<file path="config.mk">
export PLATFORM = sky130hd
export DESIGN_NAME = dmem_arbiter
export DESIGN_NICKNAME = d
export VERILOG_FILES = /design/src/rtl/dmem_arbiter.sv
export SDC_FILE = /design/constraint.sdc
export NUM_CORES = 1
export LEC_CHECK = 0
export CAP_MARGIN = 20
export CORE_MARGIN = 1.5
export CORE_UTILIZATION = 44
export CTS_BUF_LIST = sky130_fd_sc_hd__clkbuf_4 sky130_fd_sc_hd__clkbuf_8
export DETAILED_ROUTE_END_ITERATION = 8
export PLACE_DENSITY_LB_ADDON = 0.08
export SYNTH_ARGS = -nofsm -noshare
export SYNTH_HDL_FRONTEND = slang
export SYNTH_SLANG_ARGS = --single-unit
</file>
<file path="constraint.sdc">
create_clock -name clk -period 2.66 [get_ports clk]
set_input_delay 0.266 -clock clk [delete_from_list [all_inputs] [get_ports clk]]
set_output_delay 0.266 -clock clk [all_outputs]
set_load 0.01 [all_outputs]
</file>
<file path="src/rtl/dmem_arbiter.sv">
// Round-robin arbiter/sequencer for the shared DataMemory: two requesters,
// one single-cycle command at a time, read data returned with a per-port valid pulse.
module dmem_arbiter #(
    parameter int RD_LAT = 1
) (
    input  logic       clk,
    input  logic       rst_n,
    input  logic       req0,
    input  logic       req1,
    input  logic       we0,
    input  logic       we1,
    input  logic [7:0] addr0,
    input  logic [7:0] addr1,
    input  logic [7:0] wdata0,
    input  logic [7:0] wdata1,
    output logic       gnt0,
    output logic       gnt1,
    output logic       rvalid0,
    output logic       rvalid1,
    output logic [7:0] rdata,
    output logic       busy,
    output logic [7:0] adr,
    output logic [7:0] datain,
    output logic       w,
    output logic       r,
    input  logic [7:0] dataout
);

    typedef enum logic [1:0] {IDLE, CMD, RWAIT, RESP} state_t;

    localparam logic [1:0] LAT2 = 2'(RD_LAT);

    state_t     state, state_nxt;
    logic       last;
    logic       port_q;
    logic       we_q;
    logic [1:0] cnt;
    logic [7:0] adr_q, din_q, rdata_q;
    logic       any_req, win, win_we, capture;

    // On a tie the port that did not win last time gets the grant.
    always_comb begin
        any_req = req0 | req1;
        win     = (req0 & req1) ? ~last : req1;
        win_we  = win ? we1 : we0;
        capture = ((state == CMD) && !we_q && (RD_LAT == 0)) ||
                  ((state == RWAIT) && (cnt == 2'd1));
    end

    always_comb begin
        state_nxt = state;
        gnt0      = 1'b0;
        gnt1      = 1'b0;
        rvalid0   = 1'b0;
        rvalid1   = 1'b0;
        w         = 1'b0;
        r         = 1'b0;
        case (state)
            IDLE: if (any_req) state_nxt = CMD;
            CMD: begin
                gnt0 = ~port_q;
                gnt1 = port_q;
                w    = we_q;
                r    = ~we_q;
                if (we_q)             state_nxt = IDLE;
                else if (RD_LAT == 0) state_nxt = RESP;
                else                  state_nxt = RWAIT;
            end
            RWAIT: if (cnt == 2'd1) state_nxt = RESP;
            RESP: begin
                rvalid0   = ~port_q;
                rvalid1   = port_q;
                state_nxt = IDLE;
            end
            default: state_nxt = IDLE;
        endcase
    end

    always_ff @(posedge clk) begin
        if (!rst_n) begin
            state   <= IDLE;
            last    <= 1'b1;
            cnt     <= 2'd0;
            port_q  <= 1'b0;
            we_q    <= 1'b0;
            adr_q   <= 8'h00;
            din_q   <= 8'h00;
            rdata_q <= 8'h00;
        end else begin
            state <= state_nxt;
            if (state == IDLE && any_req) begin
                port_q <= win;
                last   <= win;
                we_q   <= win_we;
                adr_q  <= win ? addr1 : addr0;
                // datain only moves for writes so it holds across reads
                if (win_we) din_q <= win ? wdata1 : wdata0;
            end
            if (state == CMD)   cnt <= LAT2;
            if (state == RWAIT) cnt <= cnt - 2'd1;
            if (capture)        rdata_q <= dataout;
        end
    end

    assign busy   = (state != IDLE);
    assign adr    = adr_q;
    assign datain = din_q;
    assign rdata  = rdata_q;

endmodule

</file>
== Yosys cells after proc, flatten, opt, wreduce, memory -nomap -nowiden ==
Cells that the tools add are included.

* Bits of input ports: 46
* Bits in registers: 31
* Output and inout bits: 31

* Reductions and logical operators: 7
* Bitwise gates (word level): 5
* Equality and inequality tests: 6
* Add/sub/neg operators: 1
* Multiplexer cells: 16

{| class="wikitable"
|+ Operators by type and width
! kind !! number
|-
| 8-bit two-way mux || 2
|-
| 2-bit two-way mux || 5
|-
| 1-bit two-way mux || 8
|-
| 2-bit one-hot mux with 4 select lines || 1
|-
| 2-bit by 1-bit equality test with 1-bit output (second input constant) || 2
|-
| 2-bit equality test (second input constant) || 2
|-
| 2-bit inequality test (second input constant) || 2
|-
| 2-bit AND reduction || 2
|-
| 2-bit nonzero test || 2
|-
| 1-bit NOT || 3
|-
| 1-bit logical AND || 2
|-
| 2-bit zero test || 1
|-
| 2-bit by 1-bit subtractor with 2-bit output (second input constant) || 1
|-
| 1-bit AND || 1
|-
| 1-bit bitwise OR || 1
|}

== Depth between registers and ports, before layout ==
Gate-level depths: netlist (run 1).

* Depth in word-level cells: 4
* Gate-level depth with buffers: 7

== Worst setup path before layout (run 1) ==
OpenSTA, ideal clock, no wires.

* Kind: reg2reg
* Start: register state[0]
* End: register adr_q[6] (netlist: adr[6])
* Period minus slack after synthesis: 1.528 ns
* Setup slack: 1.132 ns
* Setup time: 0.070 ns
* Path buffers: 1
* Data required time: 2.590 ns
* Arrival time: 1.458 ns
* Cell stages (with the launch flop): 8
* Cells stage by stage: dfxtp_1 inv_1 ha_1 inv_1 nor2_1 clkbuf_1 o21ai_0 a21oi_1

* Word-level cells in the longest chain between the ends: 2

{| class="wikitable"
|+ Ends and longest elaborated chain
! item !! line !! RTL
|-
| start: declaration || 33 || <nowiki>state_t state, state_nxt;</nowiki>
|-
| start signal: assignment || 90 || <nowiki>state <= state_nxt;</nowiki>
|-
| 2-bit zero test || 91 || <nowiki>if (state == IDLE && any_req) begin</nowiki>
|-
| 1-bit logical AND || 91 ||
|-
| end signal: assignment || 95 || <nowiki>adr_q <= win ? addr1 : addr0;</nowiki>
|-
| end: declaration || 38 || <nowiki>logic [7:0] adr_q, din_q, rdata_q;</nowiki>
|}

No other way between the ends.
A chain may end at the register's enable or synchronous reset.

== Worst setup path in the final report (run 1) ==
* Start: register state[0]
* End: output busy

* Word-level cells in the longest chain between the ends: 1

{| class="wikitable"
|+ Ends and longest elaborated chain
! item !! line !! RTL
|-
| 2-bit nonzero test || 105 || <nowiki>assign busy = (state != IDLE);</nowiki>
|-
| end: declaration || 21 || <nowiki>output logic busy,</nowiki>
|}

No other way between the ends.

==> flow_metrics.env, run 1 <==
export IMPL_setup_tns_ns=0
export IMPL_cts_tree="yes"
export IMPL_power_leakage_nw=0.954
export IMPL_drt_initial_drc_count=72
export IMPL_place_hpwl_um=2660
export IMPL_yosys_most_used_dff="dfxtp_1"
export IMPL_crit_type="reg2out"
export IMPL_timing_final_ws_setup_ns=0.476
export IMPL_rsz0062_at_grt="false"
export IMPL_cts_max_path_buffers=2
export IMPL_cts_hold_buf=0
export IMPL_yosysWarnings=0
export IMPL_crit_path_max_fanout=15
export IMPL_htree_levels=2
export IMPL_grt_busiest_layer="met2"
export IMPL_fmax_mhz=458
export IMPL_synth_common_cells="dfxtp_1, nand3_1, mux2i_1, o21ai_0, a21oi_1"
export IMPL_ys_seq_area_share_pct=42.0
export IMPL_path_clk_slew_ns=0.09
export IMPL_hold_class="reg2reg"
export IMPL_synth_area_top_cells="dfxtp_1, mux2i_1, nand3_1, o211a_1, ha_1"
export IMPL_cts_root_buf="clkbuf_4"
export IMPL_use_met3_pct=8.96
export IMPL_tightestPinTransition_ns=0.960
export IMPL_arrival_ns=1.92
export IMPL_die_y_um=60.9
export IMPL_grt_max_degree=33
export IMPL_final_min_clock_period_ns=2.18
export IMPL_first_pass_iters=4
export IMPL_grt_pass1_wl_um=5770
export IMPL_place_congestion=0.696
export IMPL_num_antenna_cells=0
export IMPL_syn_nets=211
export IMPL_grtUsageMet1_pct=23.7
export IMPL_slew_headroom_pct=35.8
export IMPL_maxCapViolCount=0
export IMPL_drcViolationCount=0
export IMPL_post_cts_repair_setup_buffers=0
export IMPL_use_met2_pct=35.8
export IMPL_min_period_over_period_pct=82.1
export IMPL_start_kind="flop"
export IMPL_dieWidth_um=60.9
export IMPL_vias=1411
export IMPL_skew_ns=0.00763
export IMPL_drt_wl_total_um=3580
export IMPL_fin_util_pct=74.1
export IMPL_area_growth_pct=57.0
export IMPL_hp_start="rdata[5]"
export IMPL_clkSinkCount=31
export IMPL_r2r_setup_slack_ns=0.69
export IMPL_grt_use_total_pct=21.3
export IMPL_synth_top_area_share_pct=42.0
export IMPL_synth_cell_types=28
export IMPL_post_cts_resized=0
export IMPL_synth_top_area_cell="dfxtp_1"
export IMPL_initial_core_util_pct=47.2
export IMPL_antenna_found_initial=0
export IMPL_p_per_area_nw_per_um2=564
export IMPL_status="complete, no violations"
export IMPL_syn_avg_cell_area_um2=9.29
export IMPL_post_drt_wl_per_cell_um=12.9
export IMPL_dieArea_um2=3710
export IMPL_drive_gt1_share_pct=4.72
export IMPL_grt_pass1_vias=1339
export IMPL_end_kind="output pin"
export IMPL_worstPathRequired_ns=2.39
export IMPL_syn_area_um2=1480
export IMPL_syn_inst=159
export IMPL_clock_latency_ns=0.33
export IMPL_grt_ovfl_total=0
export IMPL_ys_seq_elements=31
export IMPL_ir_drop_uv=380
export IMPL_num_io_pins=77
export IMPL_ant_nets=0
export IMPL_setup_worst_path_start="state[0]"
export IMPL_port_buffers=76
export IMPL_cts_buffers=5
export IMPL_rows=20
export IMPL_finalSetupViolCount=0
export IMPL_r2r_start="state[0]"
export IMPL_synth_async_reset_ratio_pct=0
export IMPL_place_worst_setup_slack_ns=0.710
export IMPL_synth_most_common_cell="dfxtp_1"
export IMPL_coreArea_um2=3130
export IMPL_report_final_slew_viol_count=0
export IMPL_synth_edf_count=0
export IMPL_vias_per_cell=5.09
export IMPL_nets=285
export IMPL_hold_violations=0
logic make-up (layout without fill, tap and decap cells):
logic type / after synthesis / in the layout / synth area share [%]
compound gates: 46 / 46 / 21.1
mux: 16 / 16 / 10.8
buf+inv: 16 / 90 / 5.85
fa+ha+maj: 6 / 6 / 5.08
simple gates: 44 / 44 / 15.1
flops: 31 / 31 / 42.0
power breakdown:
group / switching (mW) / total, mW / internal (mW)
logic: 0.175 / 0.398 / 0.224
clock network: 0.153 / 0.357 / 0.204
registers: 0.0354 / 0.552 / 0.516
sequential cells by signal, indices dropped and copies added, names as in the netlist, named ones only:
| signal | flops |
|---|---|
| adr | 8 |
| cnt | 2 |
| datain | 8 |
| last | 1 |
| port_q | 1 |
| rdata | 8 |
| state | 1 |
| we_q | 1 |
area by class of cell:
type | count | area, um^2
fill | 241 | 810
timing repair buffer | 78 | 776
multi-input combinational | 112 | 773
sequential | 31 | 621
tap | 44 | 55.1
clock buffer | 6 | 45.0
clock inverter | 1 | 30.0
inverter | 5 | 18.8
worst paths after layout:
path,end,depth (start not counted)
max,busy,5
min reg2reg,rdata[5],2
min,rdata[5],2
max reg2reg,adr[5],7
worst max-delay path, stage by stage, from the launching register on:
cell	delay, ns
dfxtp_1	0.45
inv_1	0.12
ha_1	0.21
buf_4	0.18
inv_1	0.08
clkdlybuf4s50_1	0.56
layer usage:
layer  share of wire, %  wire, um  up-vias
li1                   -         -      709
met1                 41      1450      634
met2                 49      1750       60
met4                2.0        73        0
met5                  0         0        -
met3                8.2       295        8
per-stage QoR:
step / hold slack (ns) / cell area [um^2] / power (mW) / std cells
2_1_floorplan: 0.422 / 1480 / 0.758 / 159
3_3_place_gp: 0.454 / 2240 / 0.946 / 270
3_5_place_dp: 0.464 / 2240 / 0.960 / 270
4_1_cts: 0.477 / 2320 / 1.32 / 277
5_1_grt: 0.505 / 2320 / 1.38 / 277
6_report: 0.474 / 2320 / 1.31 / 277
cell usage in the layout (no fill, tap or decap):
cell type,n
nand2b_1,1
a41o_1,1
o21a_1,1
clkbuf_4,6
and3_1,1
a21boi_2,1
a32o_1,1
clkdlybuf4s50_1,76
o21ai_0,12
and2_4,1
nor3b_1,1
ha_1,6
buf_4,2
a31oi_1,1
inv_1,5
nor2b_1,4
and2_1,5
nor2_1,4
a21oi_1,11
mux2i_1,16
o211a_1,8
nand2_1,10
bufinv_16,1
a22oi_1,1
a21boi_0,8
nand3_1,17
o31ai_1,1
dfxtp_1,31
(Power assumes the default switching activity.)
==> run 2: changes to the inputs <==
CORE_UTILIZATION = 37   (was 44)
clock period = 1.8 ns   (was 2.66 ns; I/O delays follow)
==> run 2 against run 1 <==
Via count rose by 4.4%. Clock power up 97%. Power up 63%. Clock skew shrank 0.0055 ns. Final cell count up 4.0%. Die area is 18% higher. Core utilization shrank 9.0 points. First-iteration DRC count increased by 2.8%. Critical path type unchanged. Largest cell class unchanged.
==> flow_metrics.env, run 2 (synthesized netlist as in run 1, its figures left out) <==
export IMPL_setup_tns_ns=0
export IMPL_tightestPinTransition_ns=0.480
export IMPL_worstPathRequired_ns=1.62
export IMPL_grt_pass1_wl_um=6560
export IMPL_grt_pass1_vias=1477
export IMPL_path_clk_slew_ns=0.06
export IMPL_p_sw_mw=0.577
export IMPL_ant_nets=0
export IMPL_vias_per_cell=5.11
export IMPL_place_hpwl_um=2920
export IMPL_dieArea_um2=4380
export IMPL_vias=1473
export IMPL_r2r_start="state[0]"
export IMPL_cts_root_buf="clkbuf_8"
export IMPL_rr_worst_depth=5
export IMPL_maxCapViolCount=0
export IMPL_place_congestion=0.727
export IMPL_htree_levels=2
export IMPL_hold_violations=0
export IMPL_report_final_slew_viol_count=0
export IMPL_crit_path_end="rvalid0"
export IMPL_cts_max_path_buffers=2
export IMPL_power_leakage_nw=1.06
export IMPL_grt_ovfl_total=0
export IMPL_antenna_found_initial=0
export IMPL_num_io_pins=77
export IMPL_hold_class="reg2reg"
export IMPL_fmax_mhz=596
export IMPL_area_growth_pct=65.0
export IMPL_rsz0062_at_grt="false"
export IMPL_skew_ns=0.00214
export IMPL_initial_core_util_pct=39.4
export IMPL_fillers=336
export IMPL_status="complete, no violations"
export IMPL_grt_use_total_pct=19.7
export IMPL_p_int_mw=1.56
export IMPL_finalSetupViolCount=0
export IMPL_p_per_area_nw_per_um2=877
export IMPL_drt_initial_drc_count=74
export IMPL_first_pass_iters=4
export IMPL_rows=22
export IMPL_start_kind="flop"
export IMPL_crit_type="reg2out"
export IMPL_p_sw_share_pct=27.0
export IMPL_post_drt_wl_per_cell_um=13.9
export IMPL_clock_latency_ns=0.28
export IMPL_arrival_ns=1.50
export IMPL_final_cell_mix="clkdlybuf4s50_1, dfxtp_1, nand3_1"
export IMPL_num_antenna_cells=0
export IMPL_p_seq_share_pct=38.2
export IMPL_drcViolationCount=0
export IMPL_placed_cell_area_um2=2310
export IMPL_cts_buffers=5
export IMPL_slew_headroom_pct=68.0
export IMPL_comb_power_share_pct=28.8
export IMPL_drt_wl_total_um=4000
export IMPL_end_kind="output pin"
export IMPL_grt_max_degree=33
export IMPL_ff_latch_area_um2=623
export IMPL_min_period_over_period_pct=93.2
export IMPL_nets=291
export IMPL_setup_worst_path_start="state[0]"
export IMPL_port_buffers=76
export IMPL_holdWs_ns=0.468
export IMPL_r2r_setup_slack_ns=0.22
export IMPL_finalPower_mw=2.14
export IMPL_final_min_clock_period_ns=1.68
export IMPL_final_common_cell="clkdlybuf4s50_1"
export IMPL_multi_input_area_um2=778
export IMPL_drive_gt1_share_pct=9.17
export IMPL_cts_tree="yes"
export IMPL_die_y_um=66.2
export IMPL_crit_path_max_fanout=6
export IMPL_ir_drop_uv=447
export IMPL_finalInstanceArea_um2=2440
export IMPL_dieWidth_um=66.2
export IMPL_coreArea_um2=3740
export IMPL_power_frac_clock_pct=33.0
export IMPL_clkSinkCount=31
run 2: changes by cell type in the layout (fill, tap and decap cells not counted), sizes merged:
| cell | delta |
|---|---|
| dlygate4sd2 | +2 |
| dlymetal6s2s | +3 |
| clkinv | +1 |
| clkdlybuf4s50 | -5 |
| buf | +6 |
run 2: how the worst min path moves through the flow:
stage                     startpoint       end  slack [ns]  cells after the start
after floorplan           dataout[0]  rdata[0]        0.34                      2
final                       rdata[0]  rdata[0]        0.47                      2
after global routing      dataout[5]  rdata[5]        0.48                      3
after CTS                 dataout[0]  rdata[0]        0.46                      3
after global placement      rdata[2]  rdata[2]        0.45                      2
after detailed placement    rdata[0]  rdata[0]        0.46                      2
run 2: worst max-delay path, stage by stage, from the launching register on:
cell and delay, ns:
dfxtp_2 0.38, ha_1 0.18, nor2b_1 0.12, clkdlybuf4s50_1 0.53
run 2: area by class of cell:
class / instances / share of cell area, %
timing repair buffer: 84 / 34.4
multi-input combinational: 112 / 31.9
sequential: 31 / 25.6
clock buffer: 6 / 3.39
tap: 48 / 2.47
clock inverter: 2 / 1.44
inverter: 5 / 0.770
run 2: power by group through the flow:
| stage | Combinational [mW] | Sequential [mW] | Clock [mW] |
|---|---|---|---|
| 2_1_floorplan | 0.275 | 0.846 | 0 |
| 3_3_place_gp | 0.605 | 0.823 | 0 |
| 3_5_place_dp | 0.626 | 0.827 | 0 |
| 4_1_cts | 0.623 | 0.816 | 0.725 |
| 5_1_grt | 0.672 | 0.827 | 0.761 |
| 6_report | 0.616 | 0.816 | 0.704 |
run 2: layer usage:
metal	vias up	share of wire, %	wire (um)	track usage [%]
met4	0	2.1	84	7.65
met2	49	54	2140	35.4
met3	9	7.1	284	7.50
met1	690	37	1490	20.5
met5	-	0	0	0
li1	725	-	-	-
run 2: per-stage QoR:
| stage | setup slack (ns) | std cells | util (%) |
|---|---|---|---|
| floorplan | 0.272 | 159 | - |
| detailed placement | 0.0772 | 280 | 61.6 |
| global placement | 0.172 | 280 | 61.6 |
| global route | 0.0543 | 288 | 65.1 |
| finish | 0.122 | 288 | 65.1 |
| CTS | 0.00633 | 288 | 64.8 |
run 2: what timing repair did:
item,in CTS,in global routing
setup buffers,0,0
gates cloned,0,0
setup endpoints to repair,5,3
hold buffers,0,0
resized for setup,5,4
